[src/rtl/regfile_wb_scoreboard_pkg.sv]
// Shared widths and the long-latency queue entry layout for the register file
// writeback scoreboard.
package regfile_wb_scoreboard_pkg;
  localparam int AW    = 5;
  localparam int DW    = 32;
  localparam int NREGS = 32;
  localparam int EW    = AW + DW;

  typedef struct packed {
    logic [AW-1:0] rd;
    logic [DW-1:0] data;
  } lq_entry_t;
endpackage

[src/rtl/regfile_wb_scoreboard_sync_fifo.sv]
// Small synchronous FIFO with registered storage; the head is read straight from
// the storage array, so a pushed entry is visible at the output the next cycle.
module sync_fifo
  import regfile_wb_scoreboard_pkg::*;
#(
  parameter int WIDTH = EW,
  parameter int DEPTH = 2
) (
  input  logic             clk,
  input  logic             rst,
  input  logic             push,
  input  logic             pop,
  input  logic [WIDTH-1:0] din,
  output logic [WIDTH-1:0] dout,
  output logic             full,
  output logic             empty
);
  localparam int PW = $clog2(DEPTH);

  logic [PW:0]      wr_ptr_q, wr_ptr_d;
  logic [PW:0]      rd_ptr_q, rd_ptr_d;
  logic [WIDTH-1:0] mem_q [DEPTH];

  // Pointers carry one extra wrap bit to tell full from empty.
  assign empty = (wr_ptr_q == rd_ptr_q);
  assign full  = (wr_ptr_q[PW] != rd_ptr_q[PW]) &&
                 (wr_ptr_q[PW-1:0] == rd_ptr_q[PW-1:0]);
  assign dout  = mem_q[rd_ptr_q[PW-1:0]];

  always_comb begin
    wr_ptr_d = wr_ptr_q;
    rd_ptr_d = rd_ptr_q;
    if (push && !full)  wr_ptr_d = wr_ptr_q + (PW+1)'(1);
    if (pop  && !empty) rd_ptr_d = rd_ptr_q + (PW+1)'(1);
  end

  always_ff @(posedge clk) begin
    if (rst) begin
      wr_ptr_q <= '0;
      rd_ptr_q <= '0;
    end else begin
      wr_ptr_q <= wr_ptr_d;
      rd_ptr_q <= rd_ptr_d;
    end
  end

  always_ff @(posedge clk) begin
    if (push && !full) mem_q[wr_ptr_q[PW-1:0]] <= din;
  end
endmodule

[src/rtl/regfile_wb_scoreboard.sv]
// Register file write-port controller: busy-bit scoreboard for long-latency ops,
// issue hazard detection, and arbitration of the single write port.
module regfile_wb_scoreboard
  import regfile_wb_scoreboard_pkg::*;
#(
  parameter int LQ_DEPTH        = 2,
  parameter int MAX_OUTSTANDING = 4
) (
  input  logic          clk,
  input  logic          rst,
  input  logic          stall,
  input  logic          issue_valid,
  input  logic [AW-1:0] issue_rs1,
  input  logic [AW-1:0] issue_rs2,
  input  logic [AW-1:0] issue_rd,
  input  logic          issue_use_rs1,
  input  logic          issue_use_rs2,
  input  logic          issue_long,
  output logic          issue_hazard,
  input  logic          wb_valid,
  input  logic [AW-1:0] wb_rd,
  input  logic [DW-1:0] wb_data,
  input  logic          lu_valid,
  input  logic [AW-1:0] lu_rd,
  input  logic [DW-1:0] lu_data,
  output logic          lu_ready,
  output logic          rf_we,
  output logic [AW-1:0] rf_waddr,
  output logic [DW-1:0] rf_wdata,
  output logic          err_unexpected
);
  localparam int CW = $clog2(MAX_OUTSTANDING + 1);

  logic [NREGS-1:0] busy_q, busy_d;
  logic [CW-1:0]    outstanding_q, outstanding_d;
  logic             err_q, err_d;

  lq_entry_t lq_in, lq_head;
  logic      lq_full, lq_empty, lq_push, lq_pop;
  logic      raw, waw, cap_full, issue_fire, issue_track;
  logic      wb_sel, head_nz, head_busy;

  assign lq_in = '{rd: lu_rd, data: lu_data};

  sync_fifo #(.WIDTH(EW), .DEPTH(LQ_DEPTH)) u_lq (
    .clk   (clk),
    .rst   (rst),
    .push  (lq_push),
    .pop   (lq_pop),
    .din   (lq_in),
    .dout  (lq_head),
    .full  (lq_full),
    .empty (lq_empty)
  );

  always_comb begin
    raw          = (issue_use_rs1 && busy_q[issue_rs1]) ||
                   (issue_use_rs2 && busy_q[issue_rs2]);
    waw          = (issue_rd != '0) && busy_q[issue_rd];
    cap_full     = issue_long && (issue_rd != '0) &&
                   (outstanding_q == CW'(MAX_OUTSTANDING));
    issue_hazard = rst || (issue_valid && (raw || waw || cap_full));
    issue_fire   = issue_valid && !issue_hazard && !stall;
    issue_track  = issue_fire && issue_long && (issue_rd != '0);

    lu_ready = !rst && !lq_full;
    lq_push  = lu_valid && lu_ready;

    // Pipeline writeback always wins; the queue only drains on idle, unstalled cycles.
    wb_sel    = wb_valid && (wb_rd != '0);
    lq_pop    = !rst && !stall && !wb_sel && !lq_empty;
    head_nz   = (lq_head.rd != '0);
    head_busy = busy_q[lq_head.rd];

    rf_we    = !rst && !stall && (wb_sel || (lq_pop && head_nz));
    rf_waddr = wb_sel ? wb_rd   : lq_head.rd;
    rf_wdata = wb_sel ? wb_data : lq_head.data;

    busy_d        = busy_q;
    err_d         = err_q;
    if (lq_pop && head_busy)             busy_d[lq_head.rd] = 1'b0;
    if (lq_pop && head_nz && !head_busy) err_d = 1'b1;
    if (issue_track)                     busy_d[issue_rd] = 1'b1;
    busy_d[0]     = 1'b0;
    outstanding_d = outstanding_q + CW'(issue_track) - CW'(lq_pop && head_busy);
  end

  assign err_unexpected = err_q;

  always_ff @(posedge clk) begin
    if (rst) begin
      busy_q        <= '0;
      outstanding_q <= '0;
      err_q         <= 1'b0;
    end else begin
      busy_q        <= busy_d;
      outstanding_q <= outstanding_d;
      err_q         <= err_d;
    end
  end
endmodule
[config.mk]
export PLATFORM = sky130hd
export DESIGN_NAME = regfile_wb_scoreboard
export DESIGN_NICKNAME = d
export VERILOG_FILES = /design/src/rtl/regfile_wb_scoreboard_pkg.sv /design/src/rtl/regfile_wb_scoreboard_sync_fifo.sv /design/src/rtl/regfile_wb_scoreboard.sv
export SDC_FILE = /design/constraint.sdc
export NUM_CORES = 1
export LEC_CHECK = 0
export BUFFER_PORTS_ARGS = -buffer_cell sky130_fd_sc_hd__clkbuf_2
export CAP_MARGIN = 20
export CELL_PAD_IN_SITES_DETAIL_PLACEMENT = 1
export CELL_PAD_IN_SITES_GLOBAL_PLACEMENT = 2
export CORE_MARGIN = 1
export CORE_UTILIZATION = 38
export DETAILED_ROUTE_END_ITERATION = 8
export GPL_TIMING_DRIVEN = 0
export PLACE_DENSITY_LB_ADDON = 0.1
export SETUP_SLACK_MARGIN = 0.05
export SYNTH_ARGS = -nofsm -noshare
export SYNTH_HDL_FRONTEND = slang
export SYNTH_SLANG_ARGS = --single-unit
[constraint.sdc]
create_clock -name clk -period 5.05 [get_ports clk]
set_input_delay 0.505 -clock clk [delete_from_list [all_inputs] [get_ports clk]]
set_output_delay 0.505 -clock clk [all_outputs]
set_load 0.01 [all_outputs]
==> metrics.log, run 1 <==
INFO  metric outcome = complete, no violations
INFO  metric critical-path-max-stage-delay = 0.57 ns
INFO  metric highest_achievable_clock_rate = 247 MHz
INFO  metric grt_setup_unrepaired = false
INFO  metric vias_in_the_first_global_route = 5626
INFO  metric layout.core_utilization = 49.0%
INFO  metric timing.critical_path.to_type = flop
INFO  metric cell_by_cell_listing_of_the_critical_path = buf_4 -> buf_6 -> nor4bb_1 -> o21ai_0 -> o22ai_1 -> nor4_4 -> nand3_2 -> clkbuf_1 -> inv_1 -> ha_1 -> inv_1 -> ha_1 -> fa_1 -> xnor2_1 -> xnor2_1 -> nor2_1
INFO  metric finalInstanceArea = 7850 µm²
INFO  metric multi_input_comb_area = 3020 µm²
INFO  metric nNetsFinal = 822
INFO  metric core = 16000 µm²
INFO  metric drc = 0
INFO  metric cts_tree = done
INFO  metric number_of_filler_cells_placed_in_the_layout = 1828
INFO  metric synth.ff_latch_count = 114
INFO  metric crit_slowest_cell = sky130_fd_sc_hd__nor4bb_1
INFO  metric drt_first_iter_violations = 273
INFO  metric cellLeakagePower = 2.88 nW
INFO  metric placement_rows = 46
INFO  metric ctsRootBufferMaster = sky130_fd_sc_hd__clkbuf_16
INFO  metric cpLargestDelayFamily = buffers and inverters
INFO  metric insertedDiodeCount = 0
INFO  metric timing.critical_path.fanout_max = 10
INFO  metric areaGrowthSynthToFinish = 25.2%
INFO  metric dieArea = 17000 µm²
INFO  metric initial_core_utilization = 39.2%
INFO  metric netlist-cell-type-count = 69
INFO  metric drt-vias-per-instance = 5.64
INFO  metric routed-via-count = 5362
INFO  metric grt_first_pass_wirelength = 31500 µm
INFO  metric hold-path-cell-count = 1
INFO  metric globalplace.congestion = 0.887
INFO  metric setup.worst_path.start_class = flop
INFO  metric dp_worst_setup_slack = 0.692 ns
INFO  metric crit_buf_inv = 5
INFO  metric placed_cell_area = 7250 µm²
INFO  metric h-tree-depth = 4
INFO  metric synth_warnings = 0
INFO  metric num_cts_buffers = 17
INFO  metric place_hpwl = 15100 µm
INFO  metric syn-num-nets = 668
INFO  metric netlist_area = 6270 µm²
INFO  metric postRouteAntennaNets = 0
INFO  metric detail_route.wl_per_cell = 21.8 µm
INFO  metric insertion_delay = 0.42 ns
INFO  metric hold_vio_cnt_final = 0
INFO  metric setup_slack = 1.01 ns
INFO  metric clock-sinks = 114
INFO  metric yosys_most_used_dff = sky130_fd_sc_hd__edfxtp_1
INFO  metric timing.critical_path.depth = 16
INFO  metric drt-pass1-iter-count = 4
INFO  metric synth-edff-count = 74
INFO  metric globalRouteTotalUtil = 25.5%
INFO  metric cellPowerDensity = 323 nW/µm²
INFO  metric die_x = 130 µm
INFO  metric drt-total-wl = 20700 µm
INFO  metric height_of_the_chip = 130 µm
INFO  metric maximum_number_of_pins_on_one_net_before_global_route_repair = 37
INFO  metric worst-endpoint-required = 5.34 ns
INFO  metric worst_slew_margin_rel = 38.9%
INFO  metric cts_repair_resize_count = 0
INFO  metric total_congestion_overflow_after_global_routing = 0
INFO  metric crit_type = reg -> reg
INFO  metric worstRegToRegCells = 16
INFO  metric cts_setup_buffers = 0
INFO  metric post-place-cells = 918
INFO  metric synth-async-reset-ratio = 0%
INFO  metric cts_hold_buffers = 0
INFO  metric synth.yosys.seq_area_share = 48.2%
INFO  metric fraction_of_final_layout_cells_sized_beyond_drive_strength_1 = 28.6%
INFO  metric finalSetupTns = 0 ns
INFO  metric cts.path.max_buffers = 2
INFO  metric final.period_utilization = 80.1%
INFO  metric drv_slew = 0
INFO  metric layout_min_cycle_time = 4.04 ns
INFO  metric holdCritPathClass = in -> reg
INFO  metric antenna_violations_before_repair = 0
INFO  metric crit_arrival = 4.33 ns
INFO  metric max-cap-violations = 0
INFO  metric skew = 0.00782 ns
INFO  metric max-vdd-ir-drop = 0.176 mV
INFO  metric register_area = 3020 µm²
INFO  metric synth_cells = 567
INFO  metric ios = 139
INFO  metric io_buffer_count = 133
INFO  metric final_cell_count_no_fill = 950
INFO  metric finalSetupViolCount = 0
INFO  metric synth_area_per_cell = 11.1 µm²
INFO  metric clkSlewWorstSetupHoldPaths = 0.06 ns
INFO  metric actual_transition_at_the_worst_max_transition_pin = 0.917 ns
layout by cell type, fill, tap and decap left out, drive strengths merged, types with 6 or more instances in the layout:
cell type  netlist  routed
nand3           10      10
nor4bb           6       6
nor2b           12      12
buf             13      15
mux2            12      12
nand2           13      13
o311ai          29      29
mux2i           51      51
a21o            11      11
o31ai           14      14
xnor2            6       6
clkinv           0       6
inv             15      17
mux4            14      14
dfxtp           40      40
o21ai           26      26
a31oi            7       7
clkbuf          28     180
a21oi           45      45
nor2            61      61
edfxtp          74      74
cell type report:
type | count | area share [%]
flip-flops and latches | 114 | 38.5
well taps | 216 | 3.44
plain buffers | 41 | 2.31
repair buffers | 135 | 8.99
multi-input cells | 397 | 38.4
clock inverters | 13 | 2.04
clock buffers | 19 | 5.52
inverters | 15 | 0.718
power breakdown:
group / switching, W / internal, W / total [W]
Clock: 0.000442 / 0.000775 / 0.00122
Sequential: 0.0000121 / 0.00102 / 0.00103
Combinational: 0.000173 / 0.000113 / 0.000286
Total: 0.000627 / 0.00191 / 0.00254
sequential cells by signal, indices dropped and copies added (netlist names), named ones only:
signal          count
busy_q             31
err_unexpected      1
outstanding_q       3
u_lq.mem_q         74
u_lq.rd_ptr_q       2
u_lq.wr_ptr_q       2
worst paths after layout:
path                                     from                     endpoint  slack [ns]
setup / recovery                         flop  outstanding_q[2]$_SDFF_PP0_        1.01
hold / removal                    lu_data[28]  u_lq.mem_q[0][28]$_DFFE_PP_        0.27
setup reg to reg                         flop  outstanding_q[2]$_SDFF_PP0_        1.01
hold reg to reg   err_unexpected$_SDFFE_PP0P_  err_unexpected$_SDFFE_PP0P_        0.48
cell families (layout without fill, tap and decap cells):
group                      count (synthesis)  in the layout  synth area share [%]
DFF                                      114            114                  48.2
xor gates and xnor gates                   9              9                  1.26
AOI/OAI and AO/OA                        163            163                  17.7
muxes                                     77             77                  15.5
adders and majority gates                  3              3                 0.719
buffers and inverters                     56            223                  3.79
and+or+nand+nor                          145            145                  12.7
through the flow:
stage / power (W) / hold slack [ns]
3_3_place_gp: 0.00133 / 0.451
5_1_grt: 0.00262 / 0.262
3_5_place_dp: 0.00134 / 0.465
6_report: 0.00254 / 0.272
4_1_cts: 0.00256 / 0.254
2_1_floorplan: 0.00121 / 0.470
metal layers:
metal | wire (µm) | share of wire, % | global-route usage (%) | up-vias
li1 | - | - | - | 2532
met1 | 8770 | 42 | 31.7 | 2586
met2 | 9940 | 48 | 41.5 | 198
met3 | 1230 | 5.9 | 6.11 | 46
met4 | 754 | 3.6 | 12.9 | 0
met5 | 0 | 0 | 0 | -
synth_stat cells (3+ instances only):
| library cell | n | area [µm²] |
|---|---|---|
| sky130_fd_sc_hd__nand3_1 | 9 | 45.0 |
| sky130_fd_sc_hd__dfxtp_1 | 40 | 801 |
| sky130_fd_sc_hd__a21o_1 | 11 | 82.6 |
| sky130_fd_sc_hd__xor2_1 | 3 | 26.3 |
| sky130_fd_sc_hd__a31oi_1 | 6 | 37.5 |
| sky130_fd_sc_hd__mux4_2 | 14 | 315 |
| sky130_fd_sc_hd__a22oi_1 | 3 | 22.5 |
| sky130_fd_sc_hd__nor4bb_1 | 6 | 60.1 |
| sky130_fd_sc_hd__and3_1 | 3 | 18.8 |
| sky130_fd_sc_hd__nand4_1 | 3 | 18.8 |
| sky130_fd_sc_hd__nand2b_1 | 3 | 18.8 |
| sky130_fd_sc_hd__o311ai_1 | 21 | 184 |
| sky130_fd_sc_hd__a21oi_1 | 45 | 225 |
| sky130_fd_sc_hd__mux2i_1 | 50 | 500 |
| sky130_fd_sc_hd__nand2_1 | 13 | 48.8 |
| sky130_fd_sc_hd__edfxtp_1 | 74 | 2220 |
| sky130_fd_sc_hd__buf_1 | 6 | 22.5 |
| sky130_fd_sc_hd__mux2_2 | 11 | 124 |
| sky130_fd_sc_hd__nor2_1 | 61 | 229 |
| sky130_fd_sc_hd__nand3b_1 | 3 | 22.5 |
| sky130_fd_sc_hd__nor3b_1 | 4 | 30.0 |
| sky130_fd_sc_hd__inv_1 | 15 | 56.3 |
| sky130_fd_sc_hd__a221oi_1 | 4 | 35.0 |
| sky130_fd_sc_hd__o21ai_0 | 7 | 35.0 |
| sky130_fd_sc_hd__o21bai_1 | 3 | 22.5 |
| sky130_fd_sc_hd__buf_2 | 3 | 15.0 |
| sky130_fd_sc_hd__nor4_1 | 3 | 18.8 |
| sky130_fd_sc_hd__a41oi_1 | 3 | 26.3 |
| sky130_fd_sc_hd__a311oi_1 | 3 | 26.3 |
| sky130_fd_sc_hd__and2_1 | 5 | 31.3 |
| sky130_fd_sc_hd__o311ai_0 | 8 | 70.1 |
| sky130_fd_sc_hd__clkbuf_1 | 27 | 101 |
| sky130_fd_sc_hd__nor2b_1 | 12 | 75.1 |
| sky130_fd_sc_hd__o31ai_1 | 14 | 105 |
| sky130_fd_sc_hd__nor4b_1 | 3 | 26.3 |
| sky130_fd_sc_hd__xnor2_1 | 6 | 52.6 |
| sky130_fd_sc_hd__o21ai_1 | 19 | 95.1 |
(Power assumes the default switching activity.)
==> run 2, diff against run 1 <==
- CORE_UTILIZATION: 38 -> 35
- clock period: 5.05 -> 3.9 ns (I/O delays scaled with it)
==> run 2 against run 1 <==
Setup slack got worse by 0.65 ns. Sequential share of layout area shrank 0.31 points. Cell area grew 0.86%. First-iteration DRC count shrank 4.8%. Via count rose by 1.3%. Cell count is 0.84% higher. Hold slack lost 0.11 ns. Combinational power rose by 33%. Core utilization is 3.6 points lower. Clock skew is 0.0014 ns higher. Fmax up 14%. Power grew 30%. Critical path type unchanged.
==> metrics.log, run 2 (synthesis gave the netlist of run 1 again) <==
INFO  metric outcome = complete, no violations
INFO  metric detail_route.wl_per_cell = 21.9 µm (+0.54%)
INFO  metric worst_slew_margin_rel = 31.5% (-7.4 points)
INFO  metric drv_slew = 0 (unchanged)
INFO  metric antenna_violations_before_repair = 0 (unchanged)
INFO  metric ctsRootBufferMaster = sky130_fd_sc_hd__clkbuf_16
INFO  metric cts_hold_buffers = 0 (unchanged)
INFO  metric drt_first_iter_violations = 260 (-4.8%)
INFO  metric layout_min_cycle_time = 3.54 ns (-0.501 ns)
INFO  metric globalplace.congestion = 0.877 (-1.1%)
INFO  metric timing.critical_path.fanout_max = 14 (+4)
INFO  metric setup.worst_path.start_class = flop
INFO  metric ios = 139 (unchanged)
INFO  metric highest_achievable_clock_rate = 282 MHz (+14%)
INFO  metric max-vdd-ir-drop = 0.229 mV (+30%)
INFO  metric drt-total-wl = 21000 µm (+1.4%)
INFO  metric height_of_the_chip = 136 µm (+4.1%)
INFO  metric num_cts_buffers = 17 (unchanged)
INFO  metric h-tree-depth = 4 (unchanged)
INFO  metric areaGrowthSynthToFinish = 26.2%
INFO  metric timing.critical_path.to_type = flop
INFO  metric cellPowerDensity = 418 nW/µm² (+29%)
INFO  metric postRouteAntennaNets = 0 (unchanged)
INFO  metric grt_setup_unrepaired = false
INFO  metric drc = 0 (unchanged)
INFO  metric place_hpwl = 15200 µm (+0.45%)
INFO  metric actual_transition_at_the_worst_max_transition_pin = 1.03 ns (+0.111 ns)
INFO  metric skew = 0.00925 ns (+0.00143 ns)
INFO  metric vias_in_the_first_global_route = 5717 (+1.6%)
INFO  metric finalSetupViolCount = 0 (unchanged)
INFO  metric worst-endpoint-required = 4.19 ns (-1.15 ns)
INFO  metric fraction_of_final_layout_cells_sized_beyond_drive_strength_1 = 29.3% (+0.72 points)
INFO  metric layout.cells.most_common_list = 136 x sky130_fd_sc_hd__clkbuf_2, 74 x sky130_fd_sc_hd__edfxtp_1, 60 x sky130_fd_sc_hd__nor2_1, 48 x sky130_fd_sc_hd__mux2i_1, 45 x sky130_fd_sc_hd__a21oi_1
INFO  metric initial_core_utilization = 36.0% (-3.2 points)
INFO  metric die_x = 136 µm (+4.1%)
INFO  metric insertion_delay = 0.42 ns (about the same)
INFO  metric setup_slack = 0.356 ns (-0.649 ns)
INFO  metric dp_worst_setup_slack = -0.327 ns (-1.02 ns)
INFO  metric setup.reg_to_reg.worst_slack = 0.36 ns (-0.65 ns)
INFO  metric leading_cell_type_in_the_layout_fill_and_taps_excluded = sky130_fd_sc_hd__clkbuf_2
INFO  metric hold_vio_cnt_final = 0 (unchanged)
INFO  metric largest_reg_flops = 74 (unchanged)
INFO  metric final.period_utilization = 90.9% (+11 points)
INFO  metric crit_type = reg -> reg
INFO  metric clkSlewWorstSetupHoldPaths = 0.05 ns (about the same)
INFO  metric io_buffer_count = 133 (unchanged)
INFO  metric holdCritPathClass = in -> reg
INFO  metric routed-via-count = 5433 (+1.3%)
INFO  metric core = 17400 µm² (+8.9%)
INFO  metric crit_arrival = 3.84 ns (-0.49 ns)
INFO  metric finalInstanceArea = 7910 µm² (+0.86%)
INFO  metric clock-sinks = 114 (unchanged)
INFO  metric layout.core_utilization = 45.4% (-3.6 points)
INFO  metric globalRouteTotalUtil = 23.5% (-2.0 points)
INFO  metric cellLeakagePower = 2.91 nW (+0.89%)
INFO  metric total_congestion_overflow_after_global_routing = 0 (unchanged)
INFO  metric drt-pass1-iter-count = 4 (unchanged)
INFO  metric drt-vias-per-instance = 5.67 (+0.48%)
INFO  metric cts.path.max_buffers = 2 (unchanged)
INFO  metric cts_tree = done
INFO  metric dieArea = 18400 µm² (+8.4%)
INFO  metric placed_cell_area = 7260 µm² (+0.16%)
INFO  metric max-cap-violations = 0 (unchanged)
INFO  metric grt_first_pass_wirelength = 32200 µm (+1.9%)
INFO  metric insertedDiodeCount = 0 (unchanged)
INFO  metric maximum_number_of_pins_on_one_net_before_global_route_repair = 37 (unchanged)
INFO  metric post-layout-total-power = 0.00331 W (+30%)
INFO  metric placement_rows = 48 (+4.3%)
INFO  metric nNetsFinal = 822 (unchanged)
## run 2: through the flow
stage               hold slack [ns]  TNS, ns  instances
detailed placement            0.456   -0.437        927
finish                        0.158        0        958
global route                  0.147        0        958
CTS                           0.144        0        957
floorplan                     0.470        0        567
global placement              0.451   -0.422        925
## run 2: final timing paths
kind,startpoint,to,depth (start not counted)
max,flop,outstanding_q[2]$_SDFF_PP0_,17
min,lu_data[2],u_lq.mem_q[1][2]$_DFFE_PP_,1
max reg2reg,flop,outstanding_q[2]$_SDFF_PP0_,17
min reg2reg,err_unexpected$_SDFFE_PP0P_,err_unexpected$_SDFFE_PP0P_,2
## run 2: metal layers
layer / GRT usage [%] / wire, µm / vias to the layer above
met4: 10.5 / 496 / 0
li1: - / - / 2536
met5: 0 / 0 / -
met1: 29.3 / 9100 / 2662
met2: 38.7 / 10200 / 193
met3: 5.52 / 1230 / 42
## run 2: critical path, cell delays in order (launching register included)
cell and delay (ns):
sky130_fd_sc_hd__dfxtp_2 0.41, sky130_fd_sc_hd__buf_4 0.20, sky130_fd_sc_hd__buf_6 0.16, sky130_fd_sc_hd__clkbuf_4 0.25
sky130_fd_sc_hd__nand3b_1 0.10, sky130_fd_sc_hd__a21o_1 0.27, sky130_fd_sc_hd__a41oi_1 0.30, sky130_fd_sc_hd__nor4_4 0.07
sky130_fd_sc_hd__buf_4 0.17, sky130_fd_sc_hd__nand3_4 0.16, sky130_fd_sc_hd__inv_1 0.07, sky130_fd_sc_hd__ha_1 0.27
sky130_fd_sc_hd__inv_1 0.04, sky130_fd_sc_hd__ha_1 0.18, sky130_fd_sc_hd__fa_1 0.38, sky130_fd_sc_hd__xnor2_1 0.18
sky130_fd_sc_hd__xnor2_1 0.15, sky130_fd_sc_hd__nor2_1 0.06
## run 2: final cells by class
class	count	area [µm²]
fill	1952	9500
multi-input combinational	397	3060
sequential	114	3020
timing repair buffer	136	713
clock buffer	18	429
tap	225	282
buffer	40	183
clock inverter	13	168
inverter	15	56.3
## run 2: timing repair
item | CTS | global route
buffers inserted | 0 | 1
setup endpoints to repair | 2 | 2
resized for setup | 2 | 10
pin swaps | 0 | 1
endpoints found under the hold margin | 0 | 0
## run 2: where the power goes
| group | switching (W) | internal [W] | leakage [nW] |
|---|---|---|---|
| Sequential | 0.0000161 | 0.00132 | 1.00 |
| Clock | 0.000536 | 0.00105 | 0.293 |
| Combinational | 0.000230 | 0.000151 | 1.61 |
==> run 3, diff against run 2 <==
- BUFFER_PORTS_ARGS: -buffer_cell sky130_fd_sc_hd__clkbuf_2 -> -buffer_cell sky130_fd_sc_hd__buf_2
==> run 3 against run 2 <==
Hold slack better by 0.0038 ns. Clock power up 4%. Die area unchanged. Critical endpoint unchanged.
==> metrics.log, run 3 (synthesis gave the netlist of run 1 again) <==
INFO  metric outcome = complete, no violations
INFO  metric die_x = 136 µm (unchanged)
INFO  metric max-cap-violations = 0 (unchanged)
INFO  metric final.period_utilization = 92.6% (+1.8 points)
INFO  metric initial_core_utilization = 36.0% (unchanged)
INFO  metric grt-busiest-layer = met2
INFO  metric drc = 0 (unchanged)
INFO  metric areaGrowthSynthToFinish = 26.7%
INFO  metric drt_first_iter_violations = 238 (-8.5%)
INFO  metric holdCritPathClass = in -> reg
INFO  metric routed-via-count = 5440 (+0.13%)
INFO  metric cts.path.max_buffers = 2 (unchanged)
INFO  metric place_hpwl = 15300 µm (+1.0%)
INFO  metric insertedDiodeCount = 0 (unchanged)
INFO  metric grt_first_pass_wirelength = 32400 µm (+0.73%)
INFO  metric hp-start = lu_data[6]
INFO  metric cell_by_cell_listing_of_the_critical_path = buf_4 -> buf_6 -> mux2i_1 -> o21ai_1 -> a41oi_1 -> nor4_4 -> buf_4 -> nand3_4 -> inv_1 -> ha_1 -> inv_1 -> ha_1 -> fa_1 -> xnor2_1 -> xnor2_1 -> nor2_1
INFO  metric layout_min_cycle_time = 3.61 ns (+0.0684 ns)
INFO  metric postRouteAntennaNets = 0 (unchanged)
INFO  metric highest_achievable_clock_rate = 277 MHz (-1.9%)
INFO  metric clock-sinks = 114 (unchanged)
INFO  metric grt_setup_unrepaired = false
INFO  metric h-tree-depth = 4 (unchanged)
INFO  metric detail_route.wl_per_cell = 21.7 µm (-0.83%)
INFO  metric grt_use_met1 = 28.6% (-0.70 points)
INFO  metric leading_cell_type_in_the_layout_fill_and_taps_excluded = sky130_fd_sc_hd__buf_2
INFO  metric grt.met2_usage = 39.3% (+0.68 points)
INFO  metric largest_reg_flops = 74 (unchanged)
INFO  metric post-layout-total-power = 0.00337 W (+1.8%)
INFO  metric crit_slowest_cell = sky130_fd_sc_hd__dfxtp_2
INFO  metric nNetsFinal = 823 (+0.12%)
INFO  metric number_of_filler_cells_placed_in_the_layout = 1963 (+0.56%)
INFO  metric antenna_violations_before_repair = 0 (unchanged)
INFO  metric max-vdd-ir-drop = 0.251 mV (+9.9%)
INFO  metric core = 17400 µm² (unchanged)
INFO  metric finalSetupViolCount = 0 (unchanged)
INFO  metric cellPowerDensity = 424 nW/µm² (+1.4%)
INFO  metric setup.worst_path.start_class = flop
INFO  metric vias_in_the_first_global_route = 5856 (+2.4%)
INFO  metric critical-path-max-stage-delay = 0.41 ns (about the same)
INFO  metric hold_ws = 0.161 ns (+0.00380 ns)
INFO  metric cts_hold_buffers = 0 (unchanged)
INFO  metric cellLeakagePower = 2.89 nW (-0.73%)
INFO  metric drt-total-wl = 20900 µm (-0.62%)
INFO  metric placed_cell_area = 7270 µm² (+0.10%)
INFO  metric crit_type = reg -> reg
INFO  metric hold_vio_cnt_final = 0 (unchanged)
INFO  metric cpLargestDelayFamily = adder cells
INFO  metric dieArea = 18400 µm² (unchanged)
INFO  metric crit_arrival = 3.90 ns (+0.06 ns)
INFO  metric globalplace.congestion = 0.885 (+0.89%)
INFO  metric io_buffer_count = 133 (unchanged)
INFO  metric insertion_delay = 0.42 ns (about the same)
INFO  metric ctsRootBufferMaster = sky130_fd_sc_hd__clkbuf_16
INFO  metric total_congestion_overflow_after_global_routing = 0 (unchanged)
INFO  metric drt-vias-per-instance = 5.67 (about the same)
INFO  metric placement_rows = 48 (unchanged)
INFO  metric layout.cells.most_common_list = 136 x sky130_fd_sc_hd__buf_2, 74 x sky130_fd_sc_hd__edfxtp_1, 60 x sky130_fd_sc_hd__nor2_1, 49 x sky130_fd_sc_hd__mux2i_1, 45 x sky130_fd_sc_hd__a21oi_1
INFO  metric drt-pass1-iter-count = 4 (unchanged)
INFO  metric globalRouteTotalUtil = 23.8% (+0.22 points)
INFO  metric actual_transition_at_the_worst_max_transition_pin = 0.929 ns (-0.0983 ns)
INFO  metric height_of_the_chip = 136 µm (unchanged)
INFO  metric register_area = 3020 µm² (unchanged)
INFO  metric cts_tree = done
INFO  metric skew = 0.00995 ns (+0.000701 ns)
INFO  metric worst-endpoint-required = 4.18 ns (about the same)
INFO  metric maximum_number_of_pins_on_one_net_before_global_route_repair = 37 (unchanged)
INFO  metric drv_slew = 0 (unchanged)
INFO  metric crit_buf_inv = 5 (-1)
INFO  metric global_route.usage.met3 = 6.00% (+0.48 points)
INFO  metric clkSlewWorstSetupHoldPaths = 0.05 ns (about the same)
INFO  metric multi_input_comb_area = 3050 µm² (-0.25%)
INFO  metric num_cts_buffers = 17 (unchanged)
INFO  metric fraction_of_final_layout_cells_sized_beyond_drive_strength_1 = 29.1% (-0.22 points)
INFO  metric timing.critical_path.to_type = flop
INFO  metric timing.critical_path.fanout_max = 14 (unchanged)
INFO  metric ios = 139 (unchanged)
INFO  metric finalInstanceArea = 7950 µm² (+0.40%)
INFO  metric worst_slew_margin_rel = 38.0% (+6.6 points)
run 3: area by class of cell:
cell class,count,area share (%)
Timing Repair Buffer,137,9.17
Inverter,15,0.709
Sequential cell,114,38.1
Tap cell,225,3.54
Buffer,40,2.27
Clock buffer,19,5.45
Clock inverter,13,2.39
Multi-Input combinational cell,397,38.4
run 3: final timing paths:
check / depth (start not counted) / end / slack, ns
min: 1 / u_lq.mem_q[1][6]$_DFFE_PP_ / 0.16
max reg2reg: 16 / outstanding_q[2]$_SDFF_PP0_ / 0.29
max: 16 / outstanding_q[2]$_SDFF_PP0_ / 0.29
min reg2reg: 2 / err_unexpected$_SDFFE_PP0P_ / 0.46
run 3: power breakdown:
group	internal, W	total (W)	switching (W)	leakage, nW
Clock	0.00112	0.00165	0.000529	0.299
Sequential	0.00132	0.00134	0.0000152	1.00
Combinational	0.000153	0.000381	0.000227	1.59
Total	0.00260	0.00337	0.000771	2.89
run 3: timing repair:
action | CTS | global route
endpoints found under the setup margin | 2 | 1
pin swaps | 0 | 1
hold endpoints to repair | 0 | 0
buffers inserted | 0 | 2
gates resized for setup | 4 | 6
run 3: metal layers:
| layer | share of wire (%) | vias up |
|---|---|---|
| met5 | 0 | - |
| met4 | 2.8 | 0 |
| met3 | 7.1 | 43 |
| met2 | 49 | 191 |
| met1 | 41 | 2667 |
| li1 | - | 2539 |
run 3: per-stage QoR:
stage | setup TNS [ns] | setup WS [ns] | cells | util (%)
CTS | 0 | 0.0881 | 958 | 45.4
finish | 0 | 0.288 | 960 | 45.6
detailed placement | -0.477 | -0.361 | 927 | 41.8
global placement | -0.411 | -0.298 | 925 | 41.4
floorplan | 0 | 0.547 | 567 | -
global route | 0 | 0.0925 | 960 | 45.6
